`src/rtl/dsp_mac_pkg.sv`:
```
// Shared definitions for the streaming pre-add / multiply / post-add engine:
// mode encodings, per-beat control bundle, saturation limits and width check.
package dsp_mac_pkg;

  localparam logic [1:0] MUL   = 2'b00;
  localparam logic [1:0] MAC   = 2'b01;
  localparam logic [1:0] MSUB  = 2'b10;
  localparam logic [1:0] ACC_C = 2'b11;

  localparam int SAT_MAX_W = 128;

  typedef struct packed {
    logic [1:0] mode;
    logic       carryin;
    logic       pre_sel;
    logic       pre_sub;
    logic       last;
  } beat_ctrl_t;

  // Largest positive (negative=0) or most negative (negative=1) value of a
  // width-bit two's complement number, returned zero-extended.
  function automatic logic [SAT_MAX_W-1:0] sat_limit(input int unsigned width,
                                                     input logic negative);
    logic [SAT_MAX_W-1:0] msb;
    msb = SAT_MAX_W'(1) << (width - 1);
    return negative ? msb : msb - SAT_MAX_W'(1);
  endfunction

  function automatic bit widths_ok(input int a_w, input int b_w, input int p_w);
    return p_w >= a_w + b_w + 1;
  endfunction

endpackage

```
`src/rtl/dsp_mac_postadd.sv`:
```
// Final stage: post-adder with carry/overflow, optional clamping, the burst
// accumulator with its sticky overflow flag, and the output (P) register.
module dsp_mac_postadd
  import dsp_mac_pkg::*;
#(
  parameter int P_W      = 48,
  parameter bit SATURATE = 1'b0
) (
  input  logic           clk,
  input  logic           rst_n,
  input  logic           adv,
  input  logic           beat_valid,
  input  logic [1:0]     mode,
  input  logic           carryin,
  input  logic           last,
  input  logic [P_W-1:0] m,
  input  logic [P_W-1:0] c,
  output logic [P_W-1:0] p,
  output logic           carryout,
  output logic           ovf,
  output logic           out_valid,
  output logic           out_last
);

  localparam logic [P_W-1:0] SAT_MAX = P_W'(sat_limit(P_W, 1'b0));
  localparam logic [P_W-1:0] SAT_MIN = P_W'(sat_limit(P_W, 1'b1));

  logic [P_W-1:0] acc_reg;
  logic           sticky_reg;
  logic [P_W-1:0] op1, op2, res;
  logic [P_W:0]   sum;
  logic           cin, is_acc, ovf_now, ovf_tot;

  always_comb begin
    is_acc = (mode == MAC) || (mode == ACC_C);
    op1    = is_acc ? acc_reg : c;
    case (mode)
      MUL, MAC: op2 = m;
      MSUB:     op2 = ~m;
      default:  op2 = c;
    endcase
    // MSUB is C + ~M + !CARRYIN, i.e. a borrow-style subtract
    cin     = (mode == MSUB) ? !carryin : carryin;
    sum     = {1'b0, op1} + {1'b0, op2} + {{P_W{1'b0}}, cin};
    ovf_now = (op1[P_W-1] == op2[P_W-1]) && (sum[P_W-1] != op1[P_W-1]);
    res     = sum[P_W-1:0];
    if (SATURATE && ovf_now) begin
      res = op1[P_W-1] ? SAT_MIN : SAT_MAX;
    end
    ovf_tot = ovf_now | (is_acc & sticky_reg);
  end

  always_ff @(posedge clk or negedge rst_n) begin
    if (!rst_n) begin
      acc_reg    <= '0;
      sticky_reg <= 1'b0;
      p          <= '0;
      carryout   <= 1'b0;
      ovf        <= 1'b0;
      out_valid  <= 1'b0;
      out_last   <= 1'b0;
    end else if (adv) begin
      out_valid <= 1'b0;
      if (beat_valid) begin
        if (is_acc && !last) begin
          // mid-burst beat: fold into the accumulator, nothing emitted
          acc_reg    <= res;
          sticky_reg <= ovf_tot;
        end else begin
          out_valid <= 1'b1;
          p         <= res;
          carryout  <= sum[P_W];
          ovf       <= ovf_tot;
          out_last  <= last;
          if (is_acc) begin
            acc_reg    <= '0;
            sticky_reg <= 1'b0;
          end
        end
      end
    end
  end

endmodule

```
`src/rtl/dsp_mac_pipe.sv`:
```
// Four-stage streaming MAC: input reg -> pre-add reg -> multiply reg -> P reg,
// the whole pipe stalling together under output backpressure.
module dsp_mac_pipe
  import dsp_mac_pkg::*;
#(
  parameter int A_W      = 18,
  parameter int B_W      = 18,
  parameter int P_W      = 48,
  parameter bit SATURATE = 1'b0
) (
  input  logic           clk,
  input  logic           rst_n,
  input  logic [A_W-1:0] a,
  input  logic [B_W-1:0] b,
  input  logic [B_W-1:0] d,
  input  logic [P_W-1:0] c,
  input  logic           carryin,
  input  logic           pre_sel,
  input  logic           pre_sub,
  input  logic [1:0]     mode,
  input  logic           in_valid,
  input  logic           in_last,
  output logic           in_ready,
  output logic [P_W-1:0] p,
  output logic           carryout,
  output logic           ovf,
  output logic           out_valid,
  output logic           out_last,
  input  logic           out_ready
);

  localparam int XW = B_W + 1;
  localparam int MW = A_W + B_W + 1;

  if (!widths_ok(A_W, B_W, P_W)) begin : g_width_check
    $error("dsp_mac_pipe: P_W must be at least A_W+B_W+1");
  end

  logic run_reg;
  logic adv;

  assign adv      = !out_valid | out_ready;
  assign in_ready = run_reg & adv;

  logic signed [A_W-1:0] a1_reg, a2_reg;
  logic signed [B_W-1:0] b1_reg, d1_reg;
  logic signed [XW-1:0]  x2_reg, pre_sum, x_sel;
  logic signed [MW-1:0]  prod;
  logic signed [P_W-1:0] m3_reg;

  // C, control and valid travel alongside the datapath through stages 1..3
  logic [P_W-1:0] c_reg     [3];
  beat_ctrl_t     ctrl_reg  [3];
  logic           valid_reg [3];

  genvar gi;
  for (gi = 0; gi < 3; gi++) begin : g_side
    logic [P_W-1:0] c_src;
    beat_ctrl_t     ctrl_src;
    logic           valid_src;
    if (gi == 0) begin : g_head
      assign c_src     = c;
      assign ctrl_src  = {mode, carryin, pre_sel, pre_sub, in_last};
      assign valid_src = in_valid & in_ready;
    end else begin : g_tail
      assign c_src     = c_reg[gi-1];
      assign ctrl_src  = ctrl_reg[gi-1];
      assign valid_src = valid_reg[gi-1];
    end
    always_ff @(posedge clk or negedge rst_n) begin
      if (!rst_n) begin
        c_reg[gi]     <= '0;
        ctrl_reg[gi]  <= '0;
        valid_reg[gi] <= 1'b0;
      end else if (adv) begin
        c_reg[gi]     <= c_src;
        ctrl_reg[gi]  <= ctrl_src;
        valid_reg[gi] <= valid_src;
      end
    end
  end

  always_comb begin
    pre_sum = ctrl_reg[0].pre_sub ? (XW'(d1_reg) - XW'(b1_reg))
                                  : (XW'(d1_reg) + XW'(b1_reg));
    x_sel   = ctrl_reg[0].pre_sel ? pre_sum : XW'(b1_reg);
  end

  assign prod = MW'(a2_reg) * MW'(x2_reg);

  always_ff @(posedge clk or negedge rst_n) begin
    if (!rst_n) begin
      run_reg <= 1'b0;
      a1_reg  <= '0;
      b1_reg  <= '0;
      d1_reg  <= '0;
      a2_reg  <= '0;
      x2_reg  <= '0;
      m3_reg  <= '0;
    end else begin
      run_reg <= 1'b1;
      if (adv) begin
        a1_reg <= a;
        b1_reg <= b;
        d1_reg <= d;
        a2_reg <= a1_reg;
        x2_reg <= x_sel;
        m3_reg <= P_W'(prod);
      end
    end
  end

  dsp_mac_postadd #(
    .P_W      (P_W),
    .SATURATE (SATURATE)
  ) u_postadd (
    .clk        (clk),
    .rst_n      (rst_n),
    .adv        (adv),
    .beat_valid (valid_reg[2]),
    .mode       (ctrl_reg[2].mode),
    .carryin    (ctrl_reg[2].carryin),
    .last       (ctrl_reg[2].last),
    .m          (m3_reg),
    .c          (c_reg[2]),
    .p          (p),
    .carryout   (carryout),
    .ovf        (ovf),
    .out_valid  (out_valid),
    .out_last   (out_last)
  );

endmodule

```
`config.mk`:
```
export PLATFORM = sky130hd
export DESIGN_NAME = dsp_mac_pipe
export DESIGN_NICKNAME = d
export VERILOG_FILES = /design/src/rtl/dsp_mac_pkg.sv /design/src/rtl/dsp_mac_postadd.sv /design/src/rtl/dsp_mac_pipe.sv
export SDC_FILE = /design/constraint.sdc
export NUM_CORES = 2
export LEC_CHECK = 0
export ABC_AREA = 1
export ABC_CLOCK_PERIOD_IN_PS = 7750
export CORE_MARGIN = 2
export CORE_UTILIZATION = 63
export DETAILED_ROUTE_END_ITERATION = 12
export PLACE_DENSITY = 0.82
export SLEW_MARGIN = 20
export SYNTH_ARGS = -nofsm -noshare
export SYNTH_HDL_FRONTEND = slang
export SYNTH_HIERARCHICAL = 1
export SYNTH_SLANG_ARGS = --single-unit
export TNS_END_PERCENT = 20
```
`constraint.sdc`:
```
create_clock -name clk -period 7.75 [get_ports clk]
set_input_delay 1.1625 -clock clk [delete_from_list [all_inputs] [get_ports clk]]
set_output_delay 1.1625 -clock clk [all_outputs]
set_load 0.05 [all_outputs]
```
== Word level (Yosys, flattened, before mapping) ==
Index checks and enable logic that the tools add are counted.

* Add/sub/neg operators: 4
* Multiply operators: 1
* Equality and inequality tests: 5
* Mux-type cells: 11
* Bitwise gates (word level): 7
* Reductions and logical operators: 11

{| class="wikitable"
|+ Operators by type and width
! kind !! number
|-
| two-way mux 48 bit || 3
|-
| case mux 48 bit (2 select lines) || 1
|-
| adder 48 x 48 -> 49 bit || 1
|-
| adder 49 x 1 -> 49 bit || 1
|-
| NOT 48 bit || 1
|-
| two-way mux 19 bit || 2
|-
| multiplier 18 x 19 -> 37 bit || 1
|-
| adder 18 x 18 -> 19 bit || 1
|-
| subtractor 18 x 18 -> 19 bit || 1
|-
| AND reduction 3 bit || 2
|-
| two-way mux 1 bit || 5
|-
| equality test 2 bit (second input constant) || 2
|-
| AND 1 bit || 3
|-
| logical NOT 1 bit || 3
|-
| equality test 2 x 1 -> 1 bit (second input constant) || 1
|-
| logical AND 1 bit || 2
|-
| logical NOT 2 bit || 1
|-
| OR 1 bit || 2
|-
| nonzero test 2 bit || 1
|-
| OR reduction 2 bit || 1
|-
| equality test 1 bit || 1
|-
| logical OR 1 bit || 1
|-
| inequality test 1 bit || 1
|-
| NOT 1 bit || 1
|}

* Flip-flop bits (word level): 391
* Input bits: 112
* Output and inout port bits: 53
* Logic and storage cells: 70

== Longest topological paths before layout ==
* Depth after elaboration: 9
* Depth in mapped cells: 28
* Depth with buffers taken out: 27

== Cells and area by module ==
Netlist, hierarchy kept.

{| class="wikitable"
|+ By module, submodules not included
! module !! times used !! cells each !! area an instance (um^2) !! sequential area each (um^2)
|-
| dsp_mac_pipe || 1 || 3210 || 25818.5 || 7257.0
|-
| dsp_mac_postadd || 1 || 1361 || 8630.8 || 2527.4
|}

== Least setup slack after synthesis ==
No wires, ideal clock.

* Path type: reg-to-reg
* Start point: reg x2_reg[18]
* End point: reg m3_reg[28]
* Setup time: 0.117 ns
* Arrival: 5.707 ns
* Required time: 7.633 ns
* Setup slack: 1.926 ns
* Stages on the path, launching flop included: 23
* Path buffers: 2
* Period minus slack after synthesis: 5.824 ns
* Cell sequence: dfrtp_1 > clkbuf_1 > clkbuf_1 > nand2_1 > fa_1 > inv_1 > fa_1 > fa_1 > fa_1 > fa_1 > inv_1 > fa_1 > inv_1 > ha_1 > inv_1 > o21bai_1 > nor2_1 > nand2_1 > a21oi_1 > nand2_1 > or2_1 > nand3_1 > nand2_1

* Longest elaborated chain between the ends: 1

{| class="wikitable"
|+ RTL lines
! item !! line !! text
|-
| start: declaration || dsp_mac_pipe.sv:47 || <nowiki>logic signed [XW-1:0] x2_reg, pre_sum, x_sel;</nowiki>
|-
| start signal: assignment || dsp_mac_pipe.sv:107 || <nowiki>x2_reg <= x_sel;</nowiki>
|-
| multiplier 18 x 19 -> 37 bit || dsp_mac_pipe.sv:89 || <nowiki>assign prod = MW'(a2_reg) * MW'(x2_reg);</nowiki>
|-
| end signal: assignment || dsp_mac_pipe.sv:108 || <nowiki>m3_reg <= P_W'(prod);</nowiki>
|-
| end: declaration || dsp_mac_pipe.sv:49 || <nowiki>logic signed [P_W-1:0] m3_reg;</nowiki>
|}

No other way between the ends.
A chain may end at the register's enable or synchronous reset.

== Worst setup path after layout ==
* Start point: reg x2_reg[18]
* End point: reg m3_reg[34]

Same word-level chain as after synthesis.

==> metrics <==
reg-to-reg slack, setup=1270 ps; GR Overflow Total=0; max-slew violations=0; Synth cell types=54; share of post-route cells with drive strength above 1=3.59%; CTS Sinks=391; post-route ant nets=0; initial DRC count=2879; Worst Hold Launch=ctrl_reg[6]; worst r2r src=x2_reg[18]; Slew Limit Headroom=37.1%; clock latency on the worst-skew pair=600 ps; Wirelength per Cell=18.0 µm; Cell Rows=85; CTS Buf Count=43; initial antenna violation count=0; r2r endpoint=m3_reg[34]; startpoint types=flip-flop; Top FF cell, synth=dfrtp_1; Hold Crit Endpoint=ctrl_reg[0]; largest fanout on the critical path=19; Final period util=83.6%; P&R area growth vs syn=10.2%; endpoints failing setup=0; dpl cell area=36500 µm²; number of detailed-route iterations in the first pass=8; RSZ-0062 raised after global routing=false; Synth Instances=4571; post-CTS setup buffer count=0; FF-to-FF path depth=22; Worst Hold Class=reg2reg; Port Buf Inserts=164; Boundary Pins=165; Max H-tree Level=2; DRC Markers=0; status=finished, final reports clean; Netlist Area Pre-Place=34400 µm²; WL final=96300 µm; Final Critical Period=6480 ps; largest net degree at the start of global routing=196; ys async rst share=100%; CP required=8220 ps; Die Y=238 µm; full die area=56600 µm²; CTS tree=built; CTS Root Cell=clkbuf_16; Fin Setup TNS=0 ps; Clock Skew=40.6 ps; max FFs per register=96; Worst EP arrival=6950 ps; Net Count, Synth=5192; Clock transition at path regs=60 ps; crit-path max cell delay=870 ps; first-pass GRT wire length=156000 µm; Crit-path slowest cell=fa_1; Hold Vio Cnt, Final=0; GRT Total Usage=35.3%; Initial Util=63.9%; Max Freq=154 MHz; register area share after synthesis=28.4%; Layout fillers=4439; most common cell after layout, fill and taps aside=nand2_1; vias in the first global route=29400; syn_area_per_cell=7.54 µm²; diode count=0; warnings from Yosys=6; DR vias/cell=5.61; Synth Register Bits=391; Final Cell Area=38000 µm²; die width=238 µm; Crit Path Class=reg2reg; Detailed Place HPWL=74500 µm; GP Congestion=1.03; Nets=5239; max_cap viols=0; worst-margin pin slew=943 ps; Hold Path Depth=2; clk buf depth=3; Hold-fix buffers, CTS=0; Vias=30000; most frequent cells in the layout=1539 x nand2_1, 838 x inv_1, 391 x dfrtp_1, 348 x fa_1, 240 x o21ai_0; worst-path cell chain=nand2_1 > fa_1 > inv_1 > fa_1 > fa_1 > fa_1 > fa_1 > inv_1 > fa_1 > inv_1 > ha_1 > nand2_1 > nor2_1 > inv_1 > nor2_1 > inv_1 > nor3_1 > nand2_1 > nand2_1 > nand2_1 > nand3_1 > nand2_1; EDFF count, synth=0; crit end category=flip-flop; post-CTS sizing=0; Core Footprint=53900 µm²
[critical path: cells and delay by family, from the launching register on]
| kind | cells | cell delay (ps) |
|---|---|---|
| fa+ha+maj | 7 | 3910 |
| flops | 1 | 780 |
| simple gates | 10 | 1270 |
| buf+inv | 5 | 390 |
[stage by stage]
stage          cells  hold WS (ps)  utilization (%)  setup slack, ps
2_1_floorplan   4571           442                -             1930
3_3_place_gp    5269           449             67.6             1430
3_5_place_dp    5269           452             67.6             1350
4_1_cts         5343           466             70.4             1330
5_1_grt         5343           486             70.4              791
6_report        5343           464             70.4             1270
[cell usage after synthesis (3+ instances only)]
master       n  area, µm²
nand2_2     22        138
o21ai_1      7       35.0
a21o_1       9       67.6
o21ai_0    240       1200
a21boi_0     5       37.5
inv_1      839       3150
or2_2        5       31.3
xnor2_1     23        201
nor3_1      17       85.1
nand3_2      4       40.0
and2_1       5       31.3
nand2_1   1540       5780
nor2_1     192        721
nand4_1     37        231
xor2_1      39        342
a21oi_2      4       35.0
and3_1       3       18.8
or2_1        8       50.1
a31oi_1     13       81.3
nor2_2      14       87.6
nand3b_1    13       97.6
buf_1       21       78.8
buf_2       30        150
inv_2        8       30.0
a21oi_1    176        881
dfrtp_1    391       9780
clkbuf_1   133        499
o211ai_1     5       37.5
o21bai_1    19        143
nand3_1    151        756
ha_1       161       2010
o21a_1       5       37.5
o22ai_1     59        369
fa_1       348       6970
[logic make-up (layout without fill, tap and decap cells)]
kind of cell | count (synthesis) | in the layout | share of synthesized area [%]
xor gates and xnor gates | 62 | 62 | 1.58
buffers and inverters | 1034 | 1110 | 11.4
adders and majority gates | 509 | 509 | 26.1
DFF | 391 | 391 | 28.4
other | 1 | 1 | 0.0109
AOI/OAI and AO/OA | 554 | 554 | 8.87
and+or+nand+nor | 2020 | 2020 | 23.7
[worst max-delay path by stage]
stage                    start    endpoint
floorplan           x2_reg[18]  m3_reg[28]
global placement     a2_reg[3]  m3_reg[31]
detailed placement   a2_reg[3]  m3_reg[28]
CTS                  a2_reg[3]  m3_reg[34]
global route         a2_reg[3]  m3_reg[35]
finish              x2_reg[18]  m3_reg[34]
[metal layers]
metal  up-vias  wire length [µm]  global-route usage [%]
met5         -                 0                       0
met4         0              2830                    10.2
met3       196              9500                    7.68
met2      1326             43600                    54.8
met1     14500             40400                    50.3
li1      14000                 -                       -
[final cells by class]
type	count	area, µm²	share of cell area [%]
timing repair buffer	188	1860	4.91
multi-input combinational	3146	20700	54.6
clock inverter	19	330	0.870
sequential	391	9780	25.8
tap	696	871	2.29
clock buffer	55	1180	3.11
inverter	848	3190	8.40
Power is not shown: default switching activity piles up to over one toggle a cycle in this logic, so the estimate is an artifact.
